[src/rtl/bcd_to_decimal_serial_decoder.sv]
// Serialises a packed BCD word into one decimal one-hot digit per handshake,
// low digit first, flagging illegal nibbles and counting them (saturating).
module bcd_to_decimal_serial_decoder #(
  parameter int NDIGITS = 4,
  parameter int IDXW    = 2
) (
  input  logic                 clk,
  input  logic                 rst_n,
  input  logic                 in_valid,
  input  logic [4*NDIGITS-1:0] in_bcd,
  output logic                 in_ready,
  output logic                 out_valid,
  input  logic                 out_ready,
  output logic [9:0]           out_onehot,
  output logic [IDXW-1:0]      out_idx,
  output logic                 out_last,
  output logic                 out_err,
  output logic [7:0]           err_count
);

  typedef enum logic [0:0] {StIdle, StSend} state_e;

  state_e                 state_q;
  logic [4*NDIGITS-1:0]   word_q;
  logic [IDXW-1:0]        next_idx;
  logic [3:0]             next_nib;
  logic [3:0]             cap_nib;

  function automatic logic [9:0] bcd_onehot(input logic [3:0] v);
    logic [9:0] oh;
    oh = '0;
    if (v < 4'd10) oh[v] = 1'b1;
    return oh;
  endfunction

  function automatic logic bcd_illegal(input logic [3:0] v);
    return v > 4'd9;
  endfunction

  assign in_ready  = (state_q == StIdle);
  assign out_valid = (state_q == StSend);
  assign cap_nib   = in_bcd[3:0];

  // Nibble that becomes current after the next output handshake.
  always_comb begin
    next_idx = out_idx + IDXW'(1);
    next_nib = '0;
    for (int i = 0; i < NDIGITS; i++) begin
      if (next_idx == IDXW'(i)) next_nib = word_q[4*i +: 4];
    end
  end

  always_ff @(posedge clk or negedge rst_n) begin
    if (!rst_n) begin
      state_q    <= StIdle;
      word_q     <= '0;
      out_onehot <= '0;
      out_idx    <= '0;
      out_last   <= 1'b0;
      out_err    <= 1'b0;
      err_count  <= '0;
    end else begin
      unique case (state_q)
        StIdle: begin
          if (in_valid) begin
            state_q    <= StSend;
            word_q     <= in_bcd;
            out_onehot <= bcd_onehot(cap_nib);
            out_idx    <= '0;
            out_last   <= 1'b0;
            out_err    <= bcd_illegal(cap_nib);
          end
        end
        StSend: begin
          if (out_ready) begin
            if (out_err && (err_count != 8'hFF)) err_count <= err_count + 8'd1;
            if (out_last) begin
              state_q    <= StIdle;
              out_onehot <= '0;
              out_idx    <= '0;
              out_last   <= 1'b0;
              out_err    <= 1'b0;
            end else begin
              out_onehot <= bcd_onehot(next_nib);
              out_idx    <= next_idx;
              out_last   <= (next_idx == IDXW'(NDIGITS - 1));
              out_err    <= bcd_illegal(next_nib);
            end
          end
        end
        default: state_q <= StIdle;
      endcase
    end
  end

endmodule
[config.mk]
export PLATFORM = sky130hd
export DESIGN_NAME = bcd_to_decimal_serial_decoder
export DESIGN_NICKNAME = d
export VERILOG_FILES = /design/src/rtl/bcd_to_decimal_serial_decoder.sv
export SDC_FILE = /design/constraint.sdc
export NUM_CORES = 1
export LEC_CHECK = 0
export CORE_MARGIN = 2
export CORE_UTILIZATION = 45
export DETAILED_ROUTE_END_ITERATION = 16
export PLACE_DENSITY = 0.84
export SETUP_SLACK_MARGIN = 0.5
export SYNTH_ARGS = -nofsm -noshare
export SYNTH_HDL_FRONTEND = slang
export SYNTH_SLANG_ARGS = --single-unit
[constraint.sdc]
create_clock -name clk -period 1.95 [get_ports clk]
set_input_delay 0.2925 -clock clk [delete_from_list [all_inputs] [get_ports clk]]
set_output_delay 0.2925 -clock clk [all_outputs]
set_load 0.03 [all_outputs]
### Word level (Yosys, flattened, before mapping)

Index checks and enable logic that the tools add are counted.

| operators by class | value |
|---|---|
| add/subtract/negate cells | 2 |
| $lt $le $gt $ge | 8 |
| equality and inequality tests | 6 |
| mux-type cells | 30 |
| bitwise operators | 1 |
| reductions and logical operators | 7 |

Operator list:

| operator | number |
|---|---|
| 10-bit 2-to-1 mux | 5 |
| 10-bit one-hot mux with 2 select lines | 1 |
| 4-bit 2-to-1 mux | 4 |
| 1-bit 2-to-1 mux | 11 |
| 4-bit by 5-bit less-than comparator with 1-bit output (second input constant) | 2 |
| 8-bit by 1-bit adder with 8-bit output (second input constant) | 1 |
| 1-bit demux with 4-bit select | 2 |
| 4-bit by 1-bit greater-or-equal comparator with 1-bit output (second input constant) | 2 |
| 4-bit greater-than comparator (second input constant) | 2 |
| 4-bit less-than comparator (second input constant) | 2 |
| 8-bit != test (second input constant) | 1 |
| 2-bit 2-to-1 mux | 3 |
| 1-bit one-hot mux with 2 select lines | 3 |
| 2-bit == test (second input constant) | 2 |
| 2-bit != test (second input constant) | 2 |
| 2-bit one-hot mux with 2 select lines | 1 |
| 2-bit AND reduction | 2 |
| 1-bit logical AND | 3 |
| 3-bit AND reduction | 1 |
| 2-bit by 1-bit adder with 2-bit output (second input constant) | 1 |
| 2-bit by 1-bit == test with 1-bit output (second input constant) | 1 |
| 2-bit zero test | 1 |
| 1-bit inverter | 1 |

| word-level totals | value |
|---|---|
| register bits after elaboration | 39 |
| bits of input ports | 20 |
| logic and storage cells | 61 |

### Logic depth before layout (Yosys ltp)

| depth | value |
|---|---|
| depth after elaboration | 14 |
| mapped depth | 8 |
| gate-level depth less buffers | 7 |

### Least setup slack after synthesis

No wires, ideal clock.

| timing | value |
|---|---|
| path type | reg-to-reg |
| start point | reg out_idx[0] |
| end point | reg out_onehot[8] |
| arrival time | 2.062 ns |
| required time | 1.873 ns |
| setup slack | -0.188 ns |
| cell stages (with the launch flop) | 9 |
| path through | dfrtp_1 > inv_1 > ha_1 > buf_6 > nor2b_2 > a211o_1 > nor3_2 > or4b_1 > o21ai_1 |

| on the way | value |
|---|---|
| cells in the longest elaborated chain, start to end | 14 |
| elaborated cells between the ends (all ways) | 19 |

Ends and longest elaborated chain:

| item | line | source |
|---|---|---|
| from (decl) | 15 | `output logic [IDXW-1:0] out_idx,` |
| from (signal assigned) | 85 | `out_idx <= next_idx;` |
| 2-bit by 1-bit adder with 2-bit output (*) | 46 | `next_idx = out_idx + IDXW'(1);` |
| 2-bit zero test | 49 | `if (next_idx == IDXW'(i)) next_nib = word_q[4*i +: 4];` |
| 4-bit 2-to-1 mux (3 in a row) | 49 |  |
| 4-bit 2-to-1 mux (*) | 49 |  |
| 4-bit by 5-bit less-than comparator with 1-bit output (not written as such) or 4-bit by 1-bit greater-or-equal comparator with 1-bit output (tied branches) | 32 | `if (v < 4'd10) oh[v] = 1'b1;` |
| 1-bit logical AND (not written as such) | 32 |  |
| 1-bit 2-to-1 mux (not written as such) | 32 |  |
| 1-bit demux with 4-bit select | 32 |  |
| 10-bit 2-to-1 mux (*) | 32 |  |
| 10-bit 2-to-1 mux (*) | 77 | `if (out_last) begin` |
| 10-bit 2-to-1 mux (*) | 75 | `if (out_ready) begin` |
| 10-bit one-hot mux with 2 select lines (*) | 63 | `unique case (state_q)` |
| to (signal assigned) | 68 | `out_onehot <= bcd_onehot(cap_nib);` |
| to (signal assigned) | 84 | `out_onehot <= bcd_onehot(next_nib);` |
| to (decl) | 14 | `output logic [9:0] out_onehot,` |

Mark *: on every way between the ends. The rest lies on a longest branch, timed or not. The select of a mux whose other input is x is not followed.
A chain may end at the register's enable or synchronous reset.

### Final worst setup path

| timing | value |
|---|---|
| start point | reg out_idx[0] |
| end point | reg out_onehot[9] |

The elaborated chain is that of the path after synthesis.

==> results_dict.tcl <==
set metrics [dict create \
    run_status "complete, no violations" \
    synthArstFlopShare_pct 100.0 \
    grt_first_pass_wirelength_mm 8.431 \
    routabilityCongestion 0.8239 \
    reg2regPathDepth 7 \
    routed-via-count 1757 \
    share_of_cell_area_taken_by_muxes_after_synthesis_pct 0.5852 \
    report.final.hold_viol_count 0 \
    yosysWarningCount 0 \
    ys.flop_type "dfrtp_1" \
    number_of_global_route_vias_before_repair 1784 \
    syn2layout_area_growth_pct 43.56 \
    synth_edf_count 0 \
    maxClockFrequency_mhz 515.8 \
    timing.critical_path.arrival_ps 2160 \
    globalRoute.totalOverflow 0 \
    remaining_drc_errors 0 \
    total_leakage_power_nw 1.293 \
    tritoncts "yes" \
    core.rowCount 23 \
    number_of_inserted_diodes 0 \
    placement.cell_area_um2 2500 \
    finalWorstSetupSlack_ps 11.16 \
    power.density_cell_area_nw_per_um2 1619 \
    ys_top_cells_by_count "nand2_1, dfrtp_1, o21ai_0" \
    ys_top_cells_by_area "dfrtp_1, nand2_1, ha_1" \
    final_period_minus_worst_setup_slack_ps 1939 \
    drtPass1Iterations 4 \
    finalSetupTns_ps 0 \
    synth_top_area_share_pct 50.72 \
    worst_ir_drop_vdd_v 0.0007052 \
    criticalPathCategory "flop to flop" \
    yosys.area_share.adder_pct 3.251 \
    placed_cells 296 \
    timing.critical_path.from_type "flop" \
    clockBufferDepth 2 \
    synthDistinctLibCells 43 \
    syn_area_per_cell_um2 9.433 \
    clock_sink_count 39 \
    synth-compound-area-share_pct 14.63 \
    vias_per_cell 5.457 \
    io_buffer_count 43 \
    worst_ep_required_time_ps 2170 \
    clk_pin_slew_ps 70 \
    final_layout_size_suffix_gt1_share_pct 27.21 \
    grtUsageTotal_pct 21.46 \
    clock_skew_ps 4.654 \
    final-instance-count-excl-fill 322 \
    rrSetupSlack_ps 10 \
    synth_largest_area_cell "dfrtp_1" \
    synth_seq_cells 39 \
    final_setup_violating_endpoints 0 \
    pre_cts_ws_ps -28.73 \
    ctsHoldBuffers 0 \
    most_common_cell_in_the_netlist "nand2_1" \
    detail_route.wl_per_cell_um 15.12 \
    fin_hold_ws_ps 38.53 \
    detailedPlacementHpwl_mm 3.440 \
    initial_utilization_pct 47.43 \
    maxCapViolations 0 \
    timing.final.max_slew_violations 0 \
    chipWidth_um 69.40 \
    detail-route-antenna-nets 0 \
    timing.final.crit_share_pct 99.43 \
    num-fill-cells 326 \
    htree_levels 2 \
    synth_simple_gate_area_share_pct 23.54 \
    relSlewSlack_pct 67.42 \
    root_buffer "clkbuf_8" \
    cp-end-kind "flop" \
    syn_area_um2 1924 \
    grt_start_max_net_pins 40 \
    hold_class "input pin to async pin" \
    number_of_antenna_violations_at_the_first_check_in_global_routing 0 \
    worst_pin_slew_ps 488.8 \
    die_h_um 69.40 \
    crit_path_max_fanout 10 \
    postSynthNetCount 229 \
    die_area_um2 4816 \
    first_iter_violations 172 \
    sequential_share_of_the_synthesized_area_pct 50.72 \
    largest_family_of_logic_cells_by_synthesized_area "simple AND/OR/NAND/NOR gates" \
    rsz0062_at_grt "yes" \
    later_pin_clock_latency_in_the_skew_report_ps 290 \
    core_um2 4058 \
    floorplan.io_pins 44 \
    synthesis.instances 204 \
    synth-xor-area-share_pct 3.186 \
    stdcell_area_um2 2763 \
    cts_made_buffers 5 \
    finish.net_count 296 \
    total_wire_length_mm 4.870 \
]
==> power by group <==
part / leakage, nW / switching (mW) / internal, mW
combinational: 0.759 / 1.42 / 1.08
sequential: 0.491 / 0.290 / 1.14
clock: 0.0422 / 0.284 / 0.251
total: 1.29 / 2.00 / 2.48
==> layout by cell type (no fill, tap or decap), types with 4 or more instances in the layout <==
| master | n |
|---|---|
| dlygate4sd2_1 | 19 |
| clkbuf_8 | 5 |
| nand3_1 | 5 |
| dfrtp_1 | 31 |
| a22oi_1 | 8 |
| nor2_1 | 4 |
| clkdlybuf4s50_1 | 18 |
| ha_4 | 4 |
| nand2_1 | 63 |
| dfrtp_2 | 8 |
| buf_4 | 24 |
| o21ai_0 | 9 |
==> path summary, 6_finish.rpt <==
| check | from | endpoint |
|---|---|---|
| worst min register to register | word_q[5] | word_q[5] |
| min in group clk | word_q[5] | word_q[5] |
| worst max register to register | out_idx[0] | out_onehot[9] |
| max in group asynchronous | rst_n | err_count[4] |
| worst min-delay path | rst_n | err_count[2] |
| worst max-delay path | out_idx[0] | out_onehot[9] |
==> routing by layer <==
layer	vias to the layer above	track usage, %	routed length (µm)
li1	845	-	-
met1	848	26.58	2056
met2	55	36.97	2507
met3	9	5.669	245
met4	0	5.882	61
met5	-	0	0
==> cell families (layout without fill, tap and decap cells) <==
| kind of cell | after synthesis | after routing |
|---|---|---|
| buffers and inverters | 13 | 81 |
| AOI/OAI and AO/OA | 41 | 41 |
| and+or+nand+nor | 98 | 98 |
| DFF | 39 | 39 |
| muxes | 1 | 1 |
| adders and majority gates | 5 | 5 |
| xor gates and xnor gates | 7 | 7 |
==> what timing repair did <==
| action | CTS | global route |
|---|---|---|
| gates resized for setup | 43 | 11 |
| endpoints found under the setup margin | 36 | 25 |
| pin swaps | 4 | 6 |
| hold endpoints to repair | 0 | 0 |
| setup buffers | 7 | 11 |
==> worst max-delay path, cell delays in order, from the launching register on <==
cell,delay (ps)
dfrtp_2,460
inv_4,100
ha_4,200
a211oi_1,60
a211o_1,320
nor3_2,120
or4b_4,480
o21ai_1,140
==> per-stage QoR <==
stage | power, mW | utilization, %
after floorplan | 2.906 | -
after global placement | 3.553 | 61.61
after detailed placement | 3.634 | 61.61
after CTS | 4.310 | 65.31
after global routing | 4.814 | 68.09
final | 4.474 | 68.09
==> cell type report <==
| type | count | area, µm² | area share, % |
|---|---|---|---|
| multi-input cells | 152 | 1031 | 37.32 |
| flip-flops and latches | 39 | 985.9 | 35.69 |
| repair buffers | 67 | 574.3 | 20.79 |
| clock buffers | 7 | 76.32 | 2.763 |
| well taps | 50 | 62.56 | 2.264 |
| inverters | 6 | 27.53 | 0.9964 |
| clock inverters | 1 | 5.005 | 0.1812 |
==> sequential cells by signal (all words and copies together), names as in the netlist <==
| name | flops |
|---|---|
| out_err | 1 |
| out_last | 1 |
| out_valid | 1 |
| out_onehot | 10 |
| err_count | 8 |
| out_idx | 2 |
| word_q | 16 |
No activity file was read; power rests on OpenSTA's default activity.
